--- src/rtl/packet_buffer_streamer.sv ---
// packet_buffer_streamer
// Reads a (start address, length) byte run out of the packet-buffer BRAM and
// presents it as a valid/ready byte stream with out_last on the final byte.
// Reads are credit-limited so returned data always fits in the output FIFO.
module packet_buffer_streamer #(
  parameter int RAM_SIZE_LOG2 = 11,
  parameter int LEN_W         = 12,
  parameter int READ_LATENCY  = 2,
  parameter int FIFO_DEPTH    = 4
) (
  input  logic                     clk,
  input  logic                     reset,
  input  logic                     cmd_valid,
  output logic                     cmd_ready,
  input  logic [RAM_SIZE_LOG2-1:0] cmd_addr,
  input  logic [LEN_W-1:0]         cmd_len,
  output logic                     read_req,
  output logic [RAM_SIZE_LOG2-1:0] read_addr,
  input  logic                     read_ready,
  input  logic [7:0]               read_data,
  output logic                     out_valid,
  input  logic                     out_ready,
  output logic [7:0]               out_data,
  output logic                     out_last,
  output logic                     busy
);

  // Counter width covers both the FIFO occupancy and the in-flight read count.
  localparam int PTR_W = $clog2(FIFO_DEPTH);
  localparam int CNT_W = $clog2(FIFO_DEPTH + READ_LATENCY + 1);

  localparam logic [CNT_W-1:0] DEPTH_C   = CNT_W'(FIFO_DEPTH);
  localparam logic [CNT_W-1:0] CNT_ONE   = CNT_W'(1);
  localparam logic [CNT_W-1:0] CNT_ZERO  = '0;
  localparam logic [LEN_W-1:0] LEN_ONE   = LEN_W'(1);
  localparam logic [PTR_W-1:0] PTR_ONE   = PTR_W'(1);

  typedef enum logic [1:0] {
    IDLE  = 2'd0,
    ISSUE = 2'd1,
    DRAIN = 2'd2
  } state_e;

  state_e                   state_q,      state_d;
  logic                     cmd_ready_q,  cmd_ready_d;
  logic                     busy_q,       busy_d;
  logic [RAM_SIZE_LOG2-1:0] issue_addr_q, issue_addr_d;
  logic [LEN_W-1:0]         issue_rem_q,  issue_rem_d;
  logic [LEN_W-1:0]         emit_rem_q,   emit_rem_d;
  logic                     read_req_q,   read_req_d;
  logic [RAM_SIZE_LOG2-1:0] read_addr_q,  read_addr_d;
  logic [CNT_W-1:0]         in_flight_q,  in_flight_d;
  logic [CNT_W-1:0]         fifo_cnt_q,   fifo_cnt_d;
  logic [PTR_W-1:0]         wr_ptr_q,     wr_ptr_d;
  logic [PTR_W-1:0]         rd_ptr_q,     rd_ptr_d;
  logic [7:0]               fifo_mem_q [FIFO_DEPTH];
  logic [7:0]               fifo_mem_d [FIFO_DEPTH];

  logic                     accept;
  logic                     start;
  logic                     pop;
  logic                     push;
  logic                     issue;
  logic                     last_xfer;
  logic [RAM_SIZE_LOG2-1:0] src_addr;
  logic [LEN_W-1:0]         src_rem;
  logic [CNT_W-1:0]         credit_used;

  // Output stream is the FIFO head; last is flagged from the emit counter.
  assign out_valid = (fifo_cnt_q != CNT_ZERO);
  assign out_data  = fifo_mem_q[rd_ptr_q];
  assign out_last  = out_valid & (emit_rem_q == LEN_ONE);
  assign cmd_ready = cmd_ready_q;
  assign busy      = busy_q;
  assign read_req  = read_req_q;
  assign read_addr = read_addr_q;

  // Next-state logic: command accept, credit-gated read issue, FIFO and counters.
  // The first read is issued on the accept edge itself, straight from cmd_addr,
  // so the first byte reaches the output READ_LATENCY+1 cycles after accept.
  // A byte popped this cycle returns its credit immediately, which keeps the
  // stream at one byte per cycle with a FIFO only READ_LATENCY+2 deep.
  always_comb begin
    accept      = cmd_valid & cmd_ready_q;
    start       = accept & (cmd_len != '0);
    pop         = out_valid & out_ready;
    push        = read_ready & (state_q != IDLE) & (in_flight_q != CNT_ZERO);
    last_xfer   = pop & (emit_rem_q == LEN_ONE);
    src_addr    = start ? cmd_addr : issue_addr_q;
    src_rem     = start ? cmd_len : issue_rem_q;
    credit_used = in_flight_q + fifo_cnt_q - (pop ? CNT_ONE : CNT_ZERO);
    issue       = (start | (state_q == ISSUE)) & (src_rem != '0) &
                  (credit_used < DEPTH_C);

    read_req_d   = issue;
    read_addr_d  = issue ? src_addr : read_addr_q;
    issue_addr_d = issue ? (src_addr + RAM_SIZE_LOG2'(1)) : src_addr;
    issue_rem_d  = issue ? (src_rem - LEN_ONE) : src_rem;

    emit_rem_d = emit_rem_q;
    if (start) begin
      emit_rem_d = cmd_len;
    end else if (pop && (emit_rem_q != '0)) begin
      emit_rem_d = emit_rem_q - LEN_ONE;
    end

    state_d = state_q;
    case (state_q)
      IDLE: begin
        if (start) begin
          state_d = (issue_rem_d == '0) ? DRAIN : ISSUE;
        end
      end
      ISSUE: begin
        if (last_xfer) begin
          state_d = IDLE;
        end else if (issue_rem_d == '0) begin
          state_d = DRAIN;
        end
      end
      DRAIN: begin
        if (last_xfer) begin
          state_d = IDLE;
        end
      end
      default: state_d = IDLE;
    endcase

    cmd_ready_d = (state_d == IDLE);
    busy_d      = (state_d != IDLE);

    in_flight_d = in_flight_q + (issue ? CNT_ONE : CNT_ZERO)
                              - (push ? CNT_ONE : CNT_ZERO);

    fifo_mem_d = fifo_mem_q;
    if (push) begin
      fifo_mem_d[wr_ptr_q] = read_data;
    end
    wr_ptr_d   = push ? (wr_ptr_q + PTR_ONE) : wr_ptr_q;
    rd_ptr_d   = pop ? (rd_ptr_q + PTR_ONE) : rd_ptr_q;
    fifo_cnt_d = fifo_cnt_q + (push ? CNT_ONE : CNT_ZERO)
                            - (pop ? CNT_ONE : CNT_ZERO);
  end

  // State register: reset aborts any packet and discards FIFO and in-flight reads.
  always_ff @(posedge clk or negedge reset) begin
    if (!reset) begin
      state_q      <= IDLE;
      cmd_ready_q  <= 1'b1;
      busy_q       <= 1'b0;
      issue_addr_q <= '0;
      issue_rem_q  <= '0;
      emit_rem_q   <= '0;
      read_req_q   <= 1'b0;
      read_addr_q  <= '0;
      in_flight_q  <= '0;
      fifo_cnt_q   <= '0;
      wr_ptr_q     <= '0;
      rd_ptr_q     <= '0;
      for (int i = 0; i < FIFO_DEPTH; i++) begin
        fifo_mem_q[i] <= '0;
      end
    end else begin
      state_q      <= state_d;
      cmd_ready_q  <= cmd_ready_d;
      busy_q       <= busy_d;
      issue_addr_q <= issue_addr_d;
      issue_rem_q  <= issue_rem_d;
      emit_rem_q   <= emit_rem_d;
      read_req_q   <= read_req_d;
      read_addr_q  <= read_addr_d;
      in_flight_q  <= in_flight_d;
      fifo_cnt_q   <= fifo_cnt_d;
      wr_ptr_q     <= wr_ptr_d;
      rd_ptr_q     <= rd_ptr_d;
      fifo_mem_q   <= fifo_mem_d;
    end
  end

endmodule

--- config.mk ---
export PLATFORM = sky130hd
export DESIGN_NAME = packet_buffer_streamer
export DESIGN_NICKNAME = d
export VERILOG_FILES = /design/src/rtl/packet_buffer_streamer.sv
export SDC_FILE = /design/constraint.sdc
export NUM_CORES = 1
export LEC_CHECK = 0
export BUFFER_PORTS_ARGS = -buffer_cell sky130_fd_sc_hd__clkbuf_2
export CORE_MARGIN = 5
export CORE_UTILIZATION = 28
export DETAILED_ROUTE_END_ITERATION = 7
export HOLD_SLACK_MARGIN = 0.05
export PLACE_DENSITY = 0.51
export SYNTH_ARGS = -nofsm -noshare
export SYNTH_HDL_FRONTEND = slang
export SYNTH_SLANG_ARGS = --single-unit
--- constraint.sdc ---
create_clock -name clk -period 7.85 [get_ports clk]
set_input_delay 0.785 -clock clk [delete_from_list [all_inputs] [get_ports clk]]
set_output_delay 0.785 -clock clk [all_outputs]
set_load 0.1 [all_outputs]
==> impl_metrics.csv <==
group,metric,value,unit
outcome,outcome,"finished, final reports clean",
global_routing,grt_first_pass_wirelength,21040,µm
route,dr.pass1.iters,4,
critical_path,critPathKind,"primary input to flip-flop",
cts,tritoncts,"built",
global_routing,globalRouteOverflowTotal,0,
logic_synthesis,synth.avg_cell_area,10.53,µm²
critical_path,max_stage_delay,690,ps
die,core-area,18020,µm²
layout,nNetsFinal,594,
route,routed_via_density,4.950,
logic_synthesis,synthTopCellsByCount,"dfrtp_1, nand2_1, mux2_2, o21ai_0, xnor2_1",
sta,rsz0062_at_grt,"no",
global_routing,antenna_found_initial,0,
logic_synthesis,yosysTopAreaCellShare,44.70,%
place,portBuffers,59,
sta,post-route-period-util,75.13,%
critical_path,slowest_stage,"or4_1",
logic_synthesis,syn_nets,542,
cts,cts-resized-gates,0,
run,drv_cap,0,
die,dieArea,21210,µm²
global_routing,grt_start_max_net_pins,48,
logic_synthesis,ys_ff_latch,93,
logic_synthesis,async_flop_share,100.0,%
layout,insertedDiodeCount,0,
sta,slew_headroom,49.39,%
route,drt_iter0_drc,201,
layout,final_layout_size_suffix_gt1_share,25.09,%
cts,cts_buffer_depth,2,
sta,skew,9.945,ps
die,placementRows,49,
cts,clk_latency,350,ps
route,routed_wl,12540,µm
critical_path,critPathLaunchType,"primary input",
worst_hold_path,hold_class,"primary input to async pin",
critical_path,required,8130,ps
cts,htreeDepth,3,
critical_path,worst_ep_arrival_time,6180,ps
sta,tightest_slew,753.5,ps
layout,fill_cells,1874,
cts,cts_root_buf,"clkbuf_16",
sta,setup_violations,0,
cts,numCtsBuffers,9,
place,gp_congestion,0.8794,
route,wire_per_inst,16.18,µm
critical_path,critPathCaptureType,"flip-flop",
logic_synthesis,ys_types,68,
sta,min_period,5898,ps
cts,clk_pin_slew,70,ps
cts,cts_setup_buffers,0,
critical_path,critPathMostFrequentCell,"ha_1",
logic_synthesis,ys_top_cells_by_area,"dfrtp_1, mux2_2, nand2_1, xnor2_1, ha_1",
die,ios,60,
logic_synthesis,yosysSeqAreaShare,45.21,%
logic_synthesis,yosysWarnings,0,
logic_synthesis,yosysTopAreaCell,"dfrtp_1",
logic_synthesis,netlist_instances,489,
layout,area_delta_synth_final,15.79,%
logic_synthesis,yosysMostFrequentCell,"dfrtp_1",
cts,clock-sinks,93,
sta,fmax,169.6,MHz
sta,tns,0,ps
route,drtAntennaViolNets,0,
logic_synthesis,yosys_most_used_dff,"dfrtp_1",
route,vias,3836,
die,fp.dieW,145.6,µm
die,initial_utilization,28.57,%
global_routing,grt_pass1_vias,4086,
sta,slew_viol_final,0,
critical_path,path_cells,"clkbuf_2, or4_1, nor4_4, nor2_2, nand2_1, a21boi_0, ha_1, nor4b_1, nand4_1, a21oi_1, o211ai_1, and2_1, buf_4, inv_2, ha_1, inv_1, ha_1, inv_1, fa_1, xnor2_1, xnor2_1",
sta,hold_viol_final,0,
place,hpwl,9372,µm
logic_synthesis,netlist_area,5150,µm²
die,die_h,145.6,µm
logic_synthesis,synth_edf_count,0,
cts,cts_hold_repair.buffers,0,
route,drc,0,
critical_path,cp_max_fo,25,
global_routing,grt_use_total,12.11,%
==> sequential cells by signal, indices dropped and copies added (netlist names) <==
name	cells
fifo_cnt_q	3
issue_rem_q	12
in_flight_q	3
read_req	1
emit_rem_q	12
fifo_mem_q	32
read_addr	11
issue_addr_q	11
cmd_ready	1
state_q	2
rd_ptr_q	2
wr_ptr_q	2
busy	1
==> critical path, delay by kind of cell <==
| kind | cells | cell delay, ps |
|---|---|---|
| and+or+nand+nor | 7 | 2430 |
| AOI/OAI and AO/OA | 3 | 670 |
| adders and majority gates | 4 | 1220 |
| xor gates and xnor gates | 2 | 310 |
| buffers and inverters | 5 | 730 |
==> kinds of logic (layout without fill, tap and decap cells) <==
family,Yosys count,in the layout,share of synthesized area (%)
mux,55,55,13.48
simple gates,157,157,16.01
xor+xnor,42,42,7.143
fa+ha+maj,17,17,4.422
flops,93,93,45.21
buf+inv,42,99,3.231
compound gates,83,83,10.50
==> layout by cell type (no fill, tap or decap), drive strengths merged, types with 2 or more instances in the layout <==
| cell | count |
|---|---|
| o22ai | 2 |
| mux4 | 8 |
| nor2 | 21 |
| inv | 24 |
| nand2b | 5 |
| a21bo | 2 |
| and2 | 10 |
| clkinvlp | 2 |
| nand2 | 57 |
| xor2 | 20 |
| fa | 2 |
| o22a | 2 |
| nand4 | 4 |
| o21a | 2 |
| nor3 | 16 |
| nor2b | 2 |
| a21o | 2 |
| and4 | 2 |
| nand3 | 7 |
| o2bb2ai | 2 |
| dfrtp | 92 |
| or4 | 6 |
| a21oi | 11 |
| nor4 | 9 |
| or2 | 3 |
| and3b | 2 |
| and3 | 6 |
| a31oi | 8 |
| a21boi | 6 |
| clkbuf | 68 |
| ha | 15 |
| xnor2 | 22 |
| o21ai | 35 |
| buf | 4 |
| mux2i | 12 |
| or3 | 3 |
| mux2 | 35 |
==> through the flow <==
step | instances | setup WS (ps) | utilization, % | hold slack [ps] | area [µm²]
finish | 775 | 1952 | 33.08 | 436.8 | 5963
global route | 775 | 1525 | 33.08 | 482.3 | 5963
CTS | 775 | 2006 | 33.08 | 450.5 | 5963
detailed placement | 759 | 1647 | 31.45 | 473.5 | 5669
global placement | 759 | 1838 | 31.45 | 474.9 | 5669
floorplan | 489 | 2299 | - | 475.2 | 5150
==> layer usage <==
layer  share of wire, %  vias up  GRT usage, %
li1                   -     1835             -
met1                 43     1896         14.73
met2                 50       88         20.87
met3                4.8       17         3.239
met4                1.5        0         3.918
met5                  0        -             0
==> final cells by class <==
type | instances | area (µm²) | area share, %
tap | 229 | 286.5 | 4.805
timing repair buffer | 62 | 320.3 | 5.371
clock inverter | 6 | 55.05 | 0.9232
sequential | 93 | 2328 | 39.05
inverter | 21 | 78.83 | 1.322
clock buffer | 10 | 239.0 | 4.008
multi-input combinational | 354 | 2655 | 44.52
==> worst paths after layout <==
kind	start	endpoint	slack, ps	cells after the start
worst max-delay path	cmd_len[8]	in_flight_q[2]	1950	21
worst min-delay path	reset	issue_addr_q[2]	440	1
worst max register to register	cmd_ready	in_flight_q[2]	2360	18
worst min register to register	read_addr[1]	read_addr[1]	490	2
max in group asynchronous	reset	fifo_mem_q[14]	6360	2
min in group clk	read_addr[1]	read_addr[1]	490	2
Power is not shown: default switching activity piles up to over one toggle a cycle in this logic, so the estimate is an artifact.
